===== config.mk =====
export PLATFORM = sky130hd
export DESIGN_NAME = sram_req_arbiter_flat
export DESIGN_NICKNAME = d
export VERILOG_FILES = /design/src/rtl/sram_req_arbiter_if.sv /design/src/rtl/sram_req_arbiter.sv /design/src/flat_wrapper.sv
export SDC_FILE = /design/constraint.sdc
export NUM_CORES = 1
export LEC_CHECK = 0
export ABC_AREA = 1
export ABC_CLOCK_PERIOD_IN_PS = 4700
export CAP_MARGIN = 30
export CORE_AREA = 2 2 110 112
export CTS_BUF_LIST = sky130_fd_sc_hd__clkbuf_16
export DETAILED_ROUTE_END_ITERATION = 7
export DIE_AREA = 0 0 112 114
export PLACE_DENSITY = 0.62
export SLEW_MARGIN = 20
export SYNTH_ARGS = -nofsm -noshare
export SYNTH_HDL_FRONTEND = slang
export SYNTH_SLANG_ARGS = --single-unit

===== constraint.sdc =====
create_clock -name clk -period 4.7 [get_ports clk]
set_clock_uncertainty 0.15 [all_clocks]
set_input_delay 0.705 -clock clk [delete_from_list [all_inputs] [get_ports clk]]
set_output_delay 0.705 -clock clk [all_outputs]
set_load 0.005 [all_outputs]

===== src/rtl/sram_req_arbiter_if.sv =====
// SRAM-like request/response channel: request fields flow master->slave,
// addr_ok/data_ok/rdata flow back.
interface sram_req_arbiter_if;
    logic        req;
    logic        wr;
    logic [1:0]  size;
    logic [3:0]  wstrb;
    logic [31:0] addr;
    logic [31:0] wdata;
    logic        addr_ok;
    logic        data_ok;
    logic [31:0] rdata;

    modport master (
        output req, wr, size, wstrb, addr, wdata,
        input  addr_ok, data_ok, rdata
    );

    modport slave (
        input  req, wr, size, wstrb, addr, wdata,
        output addr_ok, data_ok, rdata
    );

    // Read-only slave view for the instruction port, which has no write fields.
    modport ro_slave (
        input  req, size, addr,
        output addr_ok, data_ok, rdata
    );
endinterface


===== src/rtl/sram_req_arbiter.sv =====
// Two-master (inst/data) to one-slave SRAM-like arbiter with an in-order owner
// FIFO for routing responses and in-flight cancellation of instruction beats.
module sram_req_arbiter #(
    parameter int DEPTH = 4
) (
    input  logic                      clk,
    input  logic                      resetn,
    sram_req_arbiter_if.ro_slave      inst_s,
    sram_req_arbiter_if.slave         data_s,
    sram_req_arbiter_if.master        mem_m,
    input  logic                      inst_cancel_i,
    output logic                      busy_o
);
    localparam int AW = $clog2(DEPTH);
    localparam int CW = AW + 1;

    typedef enum logic [1:0] {
        LK_NONE = 2'd0,
        LK_INST = 2'd1,
        LK_DATA = 2'd2
    } lock_e;

    typedef enum logic [1:0] {
        G_NONE = 2'd0,
        G_INST = 2'd1,
        G_DATA = 2'd2
    } gnt_e;

    lock_e            lock_q, lock_d;
    gnt_e             gnt;
    logic [AW-1:0]    rptr_q, rptr_d;
    logic [AW-1:0]    wptr_q, wptr_d;
    logic [CW-1:0]    count_q, count_d;
    logic [DEPTH-1:0] own_q, own_d;
    logic [DEPTH-1:0] drop_q, drop_d;
    logic             full;
    logic             push;
    logic             pop;
    logic             push_own;
    logic             head_own;
    logic             head_drop;

    always_ff @(posedge clk or negedge resetn) begin
        if (!resetn) begin
            lock_q  <= LK_NONE;
            rptr_q  <= '0;
            wptr_q  <= '0;
            count_q <= '0;
            own_q   <= '0;
            drop_q  <= '0;
        end else begin
            lock_q  <= lock_d;
            rptr_q  <= rptr_d;
            wptr_q  <= wptr_d;
            count_q <= count_d;
            own_q   <= own_d;
            drop_q  <= drop_d;
        end
    end

    assign full = (count_q == CW'(DEPTH));

    // A held lock overrides everything; it never forms while full, so a locked
    // request always has room in the FIFO when it is finally accepted.
    always_comb begin
        gnt = G_NONE;
        unique case (lock_q)
            LK_INST: gnt = G_INST;
            LK_DATA: gnt = G_DATA;
            default: begin
                if (!full) begin
                    if (data_s.req) begin
                        gnt = G_DATA;
                    end else if (inst_s.req) begin
                        gnt = G_INST;
                    end
                end
            end
        endcase
    end

    always_comb begin
        mem_m.req      = 1'b0;
        mem_m.wr       = 1'b0;
        mem_m.size     = 2'd0;
        mem_m.wstrb    = 4'd0;
        mem_m.addr     = 32'd0;
        mem_m.wdata    = 32'd0;
        unique case (gnt)
            G_DATA: begin
                mem_m.req   = data_s.req;
                mem_m.wr    = data_s.wr;
                mem_m.size  = data_s.size;
                mem_m.wstrb = data_s.wstrb;
                mem_m.addr  = data_s.addr;
                mem_m.wdata = data_s.wdata;
            end
            G_INST: begin
                mem_m.req   = inst_s.req;
                mem_m.size  = inst_s.size;
                mem_m.addr  = inst_s.addr;
            end
            default: ;
        endcase
    end

    assign push           = mem_m.req & mem_m.addr_ok;
    assign push_own       = (gnt == G_DATA);
    assign data_s.addr_ok = push & (gnt == G_DATA);
    assign inst_s.addr_ok = push & (gnt == G_INST);

    always_comb begin
        lock_d = lock_q;
        if (mem_m.req) begin
            if (mem_m.addr_ok) begin
                lock_d = LK_NONE;
            end else begin
                lock_d = (gnt == G_DATA) ? LK_DATA : LK_INST;
            end
        end
    end

    // Beats arriving with nothing outstanding are protocol errors and ignored.
    assign pop       = mem_m.data_ok & (count_q != '0);
    assign head_own  = own_q[rptr_q];
    assign head_drop = drop_q[rptr_q];

    assign data_s.data_ok = pop & head_own;
    assign inst_s.data_ok = pop & ~head_own & ~head_drop & ~inst_cancel_i;
    assign data_s.rdata   = mem_m.rdata;
    assign inst_s.rdata   = mem_m.rdata;

    always_comb begin
        rptr_d  = pop  ? rptr_q + AW'(1) : rptr_q;
        wptr_d  = push ? wptr_q + AW'(1) : wptr_q;
        count_d = count_q;
        unique case ({push, pop})
            2'b10:   count_d = count_q + CW'(1);
            2'b01:   count_d = count_q - CW'(1);
            default: count_d = count_q;
        endcase
    end

    // Per-entry update: a push writes the slot; otherwise a cancel marks every
    // live inst entry (including the head being popped this cycle) as dropped.
    for (genvar gi = 0; gi < DEPTH; gi++) begin : g_ent
        logic [AW-1:0] off;
        logic          live;
        logic          wr_hit;

        assign off    = AW'(gi) - rptr_q;
        assign live   = ({1'b0, off} < count_q);
        assign wr_hit = push & (wptr_q == AW'(gi));

        assign own_d[gi]  = wr_hit ? push_own : own_q[gi];
        assign drop_d[gi] = wr_hit ? (~push_own & inst_cancel_i)
                                   : (drop_q[gi] | (inst_cancel_i & live & ~own_q[gi]));
    end

    assign busy_o = (count_q != '0);

endmodule


===== src/flat_wrapper.sv =====
// flat-port wrapper written by rule: the top's interface ports become plain ports
module sram_req_arbiter_flat 
#(
    parameter int DEPTH = 4
)
  (clk, resetn, inst_cancel_i, busy_o, inst_s_req, inst_s_size, inst_s_addr, inst_s_addr_ok, inst_s_data_ok, inst_s_rdata, data_s_req, data_s_wr, data_s_size, data_s_wstrb, data_s_addr, data_s_wdata, data_s_addr_ok, data_s_data_ok, data_s_rdata, mem_m_req, mem_m_wr, mem_m_size, mem_m_wstrb, mem_m_addr, mem_m_wdata, mem_m_addr_ok, mem_m_data_ok, mem_m_rdata);
  sram_req_arbiter_if inst_s_i ();
  sram_req_arbiter_if data_s_i ();
  sram_req_arbiter_if mem_m_i ();
  input  logic clk;
  input  logic resetn;
  input  logic inst_cancel_i;
  output logic busy_o;
  input wire logic [$bits(inst_s_i.req)-1:0] inst_s_req;
  input wire logic [$bits(inst_s_i.size)-1:0] inst_s_size;
  input wire logic [$bits(inst_s_i.addr)-1:0] inst_s_addr;
  output wire logic [$bits(inst_s_i.addr_ok)-1:0] inst_s_addr_ok;
  output wire logic [$bits(inst_s_i.data_ok)-1:0] inst_s_data_ok;
  output wire logic [$bits(inst_s_i.rdata)-1:0] inst_s_rdata;
  input wire logic [$bits(data_s_i.req)-1:0] data_s_req;
  input wire logic [$bits(data_s_i.wr)-1:0] data_s_wr;
  input wire logic [$bits(data_s_i.size)-1:0] data_s_size;
  input wire logic [$bits(data_s_i.wstrb)-1:0] data_s_wstrb;
  input wire logic [$bits(data_s_i.addr)-1:0] data_s_addr;
  input wire logic [$bits(data_s_i.wdata)-1:0] data_s_wdata;
  output wire logic [$bits(data_s_i.addr_ok)-1:0] data_s_addr_ok;
  output wire logic [$bits(data_s_i.data_ok)-1:0] data_s_data_ok;
  output wire logic [$bits(data_s_i.rdata)-1:0] data_s_rdata;
  output wire logic [$bits(mem_m_i.req)-1:0] mem_m_req;
  output wire logic [$bits(mem_m_i.wr)-1:0] mem_m_wr;
  output wire logic [$bits(mem_m_i.size)-1:0] mem_m_size;
  output wire logic [$bits(mem_m_i.wstrb)-1:0] mem_m_wstrb;
  output wire logic [$bits(mem_m_i.addr)-1:0] mem_m_addr;
  output wire logic [$bits(mem_m_i.wdata)-1:0] mem_m_wdata;
  input wire logic [$bits(mem_m_i.addr_ok)-1:0] mem_m_addr_ok;
  input wire logic [$bits(mem_m_i.data_ok)-1:0] mem_m_data_ok;
  input wire logic [$bits(mem_m_i.rdata)-1:0] mem_m_rdata;
  assign inst_s_i.req = inst_s_req;
  assign inst_s_i.size = inst_s_size;
  assign inst_s_i.addr = inst_s_addr;
  assign inst_s_addr_ok = inst_s_i.addr_ok;
  assign inst_s_data_ok = inst_s_i.data_ok;
  assign inst_s_rdata = inst_s_i.rdata;
  assign data_s_i.req = data_s_req;
  assign data_s_i.wr = data_s_wr;
  assign data_s_i.size = data_s_size;
  assign data_s_i.wstrb = data_s_wstrb;
  assign data_s_i.addr = data_s_addr;
  assign data_s_i.wdata = data_s_wdata;
  assign data_s_addr_ok = data_s_i.addr_ok;
  assign data_s_data_ok = data_s_i.data_ok;
  assign data_s_rdata = data_s_i.rdata;
  assign mem_m_req = mem_m_i.req;
  assign mem_m_wr = mem_m_i.wr;
  assign mem_m_size = mem_m_i.size;
  assign mem_m_wstrb = mem_m_i.wstrb;
  assign mem_m_addr = mem_m_i.addr;
  assign mem_m_wdata = mem_m_i.wdata;
  assign mem_m_i.addr_ok = mem_m_addr_ok;
  assign mem_m_i.data_ok = mem_m_data_ok;
  assign mem_m_i.rdata = mem_m_rdata;
  sram_req_arbiter #(.DEPTH(DEPTH)) u_core (.clk(clk), .resetn(resetn), .inst_s(inst_s_i), .data_s(data_s_i), .mem_m(mem_m_i), .inst_cancel_i(inst_cancel_i), .busy_o(busy_o));
endmodule

==> results of run 1 <==
[metrics by stage]
| stage | hold WS (ns) | setup slack [ns] |
|---|---|---|
| CTS | 0.334 | 0.619 |
| detailed placement | 0.322 | 0.633 |
| floorplan | 0.259 | 1.92 |
| finish | 0.327 | 0.614 |
| global route | 0.358 | 0.406 |
| global placement | 0.317 | 0.597 |
[metal layers]
layer | GRT usage [%] | vias to the layer above | routed length [µm]
li1 | - | 1434 | -
met1 | 20.7 | 1270 | 4430
met2 | 20.6 | 156 | 4080
met3 | 7.86 | 39 | 1530
met4 | 6.91 | 0 | 439
met5 | 0 | - | 0
[final timing paths]
kind                       cells past startpoint              start  slack, ns                 to
max reg2reg                                   17   u_core.lock_q[0]       1.22  u_core.count_q[2]
max                                           10         inst_s_req       0.61     data_s_addr_ok
min                                            2  u_core.count_q[1]       0.33  u_core.count_q[1]
max in group asynchronous                      1             resetn       3.14    u_core.own_q[0]
min in group asynchronous                      1             resetn       0.76  u_core.count_q[0]
min reg2reg                                    2  u_core.count_q[1]       0.33  u_core.count_q[1]
[cell families (layout without fill, tap and decap cells)]
| family | after synthesis | after routing |
|---|---|---|
| AO/OA/AOI/OAI | 47 | 47 |
| XOR/XNOR | 4 | 4 |
| adder cells (fa/ha/maj) | 14 | 14 |
| buffers and inverters | 147 | 262 |
| flip-flops | 17 | 17 |
| AND/OR/NAND/NOR | 192 | 192 |
[Yosys cell counts]
cell type	count	area, µm²
a21oi_1	35	175
a31oi_1	1	6.26
buf_2	9	45.0
buf_4	69	518
clkbuf_1	2	7.51
clkinv_4	1	8.76
dfrtp_1	17	425
fa_1	1	20.0
ha_1	13	163
inv_1	62	233
inv_2	4	15.0
nand2_1	148	556
nand2_2	1	6.26
nand2_4	2	22.5
nand3_1	14	70.1
nand3_4	2	35.0
nand3b_1	2	15.0
nand4_1	4	25.0
nor2_1	17	63.8
nor3b_1	1	7.51
nor3b_2	1	12.5
o21ai_0	5	25.0
o21ai_1	6	30.0
xnor2_1	1	8.76
xor2_1	3	26.3
[cells in the final DEF (no fill, tap or decap)]
master	Yosys	layout
a21oi_1	35	35
a31oi_1	1	1
buf_12	0	1
buf_4	69	2
clkbuf_16	0	3
clkdlybuf4s50_1	0	188
clkinv_4	1	1
dfrtp_1	17	17
fa_1	1	1
ha_1	13	12
ha_2	0	1
inv_1	62	63
inv_2	4	4
nand2_1	148	148
nand2_2	1	1
nand2_4	2	2
nand3_1	14	14
nand3_4	2	2
nand3b_1	2	2
nand4_1	4	4
nor2_1	17	17
nor3b_1	1	1
nor3b_2	1	1
o21ai_0	5	5
o21ai_1	6	6
xnor2_1	1	1
xor2_1	3	3
[registers in the layout, summed over array words and instances, names as in the netlist]
register,count
u_core.own_q,4
u_core.wptr_q,2
u_core.lock_q,2
u_core.rptr_q,2
u_core.count_q,3
u_core.drop_q,4
[final cells by class]
cell class                      instances  area share [%]
Multi-Input combinational cell        257            30.7
Inverter                               67            6.21
Timing Repair Buffer                  191            46.4
Clock inverter                          1          0.0909
Tap cell                              147            4.45
Clock buffer                            3            1.82
Sequential cell                        17            10.3
[worst reg2reg max path, stage by stage (launching register included)]
cell,delay (ns)
dfrtp_1,0.35
inv_1,0.06
ha_1,0.31
inv_1,0.06
nor3b_1,0.18
nand2_1,0.07
nand2_1,0.09
inv_1,0.05
ha_2,0.76
inv_2,0.18
nand3_4,0.18
ha_1,0.15
inv_1,0.06
fa_1,0.38
nor2_1,0.11
nor2_1,0.05
nand2_1,0.07
xor2_1,0.14
[power by group]
group	switching (W)	total (W)	internal [W]
sequential	0.0000617	0.000272	0.000211
combinational	0.00101	0.00191	0.000898
clock	0.0000593	0.000172	0.000113
total	0.00113	0.00235	0.00122
==> out/qor.txt, run 1 <==
CTS Buffer Depth = 2
Slowest stage cell, crit path = ha_2
CTS tree = yes
Largest net degree at the start of global routing = 37
Fillers = 1,278
RSZ-0062 raised after global routing = false
Worst-Margin Slew = 0.789 ns
Clock transition at path regs = 0.05 ns
Post-Place Cells = 679
Syn Inst Count = 421
Cells along the critical path = clkdlybuf4s50_1 > nor3b_1 > nand2_1 > nand2_1 > inv_1 > ha_2 > inv_2 > nand3_4 > nor2_1 > clkdlybuf4s50_1
Startpoint types = primary input
Critical path type = primary input to output pin
Global-route wire length before repair = 15,500 µm
Period utilization = 86.9%
Syn_area_per_cell = 5.99 µm²
Worst skew pair latency = 0.25 ns
DP HPWL = 8680 µm
Vias after detailed routing = 2,899
Worst Path Max Fanout = 35
Number of CTS-inserted buffers = 3
Max-slew headroom = 47.2%
# Post-CTS Setup Buffers = 0
Area of the multi-input gates = 0.00127 mm²
Setup violators final = 0
Power Density = 570 mW/mm²
Number of synthesized register bits = 17
Design Area, Final = 0.00413 mm²
Die Span Y = 114 µm
Dpl cell area = 0.00405 mm²
Starting density of the core = 21.5%
Die Wd = 112 µm
Vias/cell = 4.24
Post-Synthesis Cell Area = 0.00252 mm²
Post-Synth Adder-Cell Area = 7.25%
Inserted Diodes = 0
Crit path required time = 3.85 ns
Simple-gate portion of the synthesized area = 32.3%
Setup TNS = 0 ns
H-tree depth = 1
Crit path capture type = output pin
Fin util = 35.3%
Routability cong. = 0.829
Final critical-path required period = 4.09 ns
Starting DRT DRC Count = 168
Outcome = complete, no violations
Share of cells above drive strength 1 = 3.36%
Vias in the first global route = 2,775
Sequential-to-total area share from yosys stat = 16.9%
Max Cap Viol = 0
Crit-path max cell delay = 0.76 ns
FMAX = 0.245 GHz
Cts repair resizes = 0
Netlist cell types = 25
Layout Cells excl Fill = 683
Drc violations = 0
Die footprint = 0.0128 mm²
Gr usage total = 15.5%
Fin. max-slew vios = 0
Buffers and inverters on the worst path = 4
Seq. cell area = 425 µm²
CP top delay family = buffers and inverters
Post-Syn Nets = 579
Design Power = 0.00235 W
Rows = 40
Worst EP arrival = 3.23 ns
Routed WL = 10,500 µm
Syn. warnings = 0
Routed Antenna Nets = 0
Clock root buffer = clkbuf_16
Worst Hold Class = register to register
Initial antenna violation count = 0
Grt total ovfl = 0
Core area = 0.0117 mm²
Wire length per cell = 15.4 µm
DRT Pass-1 Iters = 4
P_leak = 1.92 nW
Final Hold Vio Count = 0
Largest family of logic cells by synthesized area = buffers and inverters
Maximum vdd ir drop = 750 µV
Fin nets = 695
Mux contribution to synthesized area = 0%
Post-synthesis xor/xnor area fraction = 1.39%
Post-synthesis compound-gate area fraction = 9.38%
CTS Hold Bufs = 0
IO Port Bufs = 188
Sink Count = 17
Area growth, synth to finish = 64.0%
Num ports = 285
Power figures use the tool's default switching activity.
==> run 2: changes to the inputs <==
Settings changed: SKIP_LAST_GASP from default to 1.
==> results of run 2 <==
Final layout, timing and power as in run 1 (identical DEF).
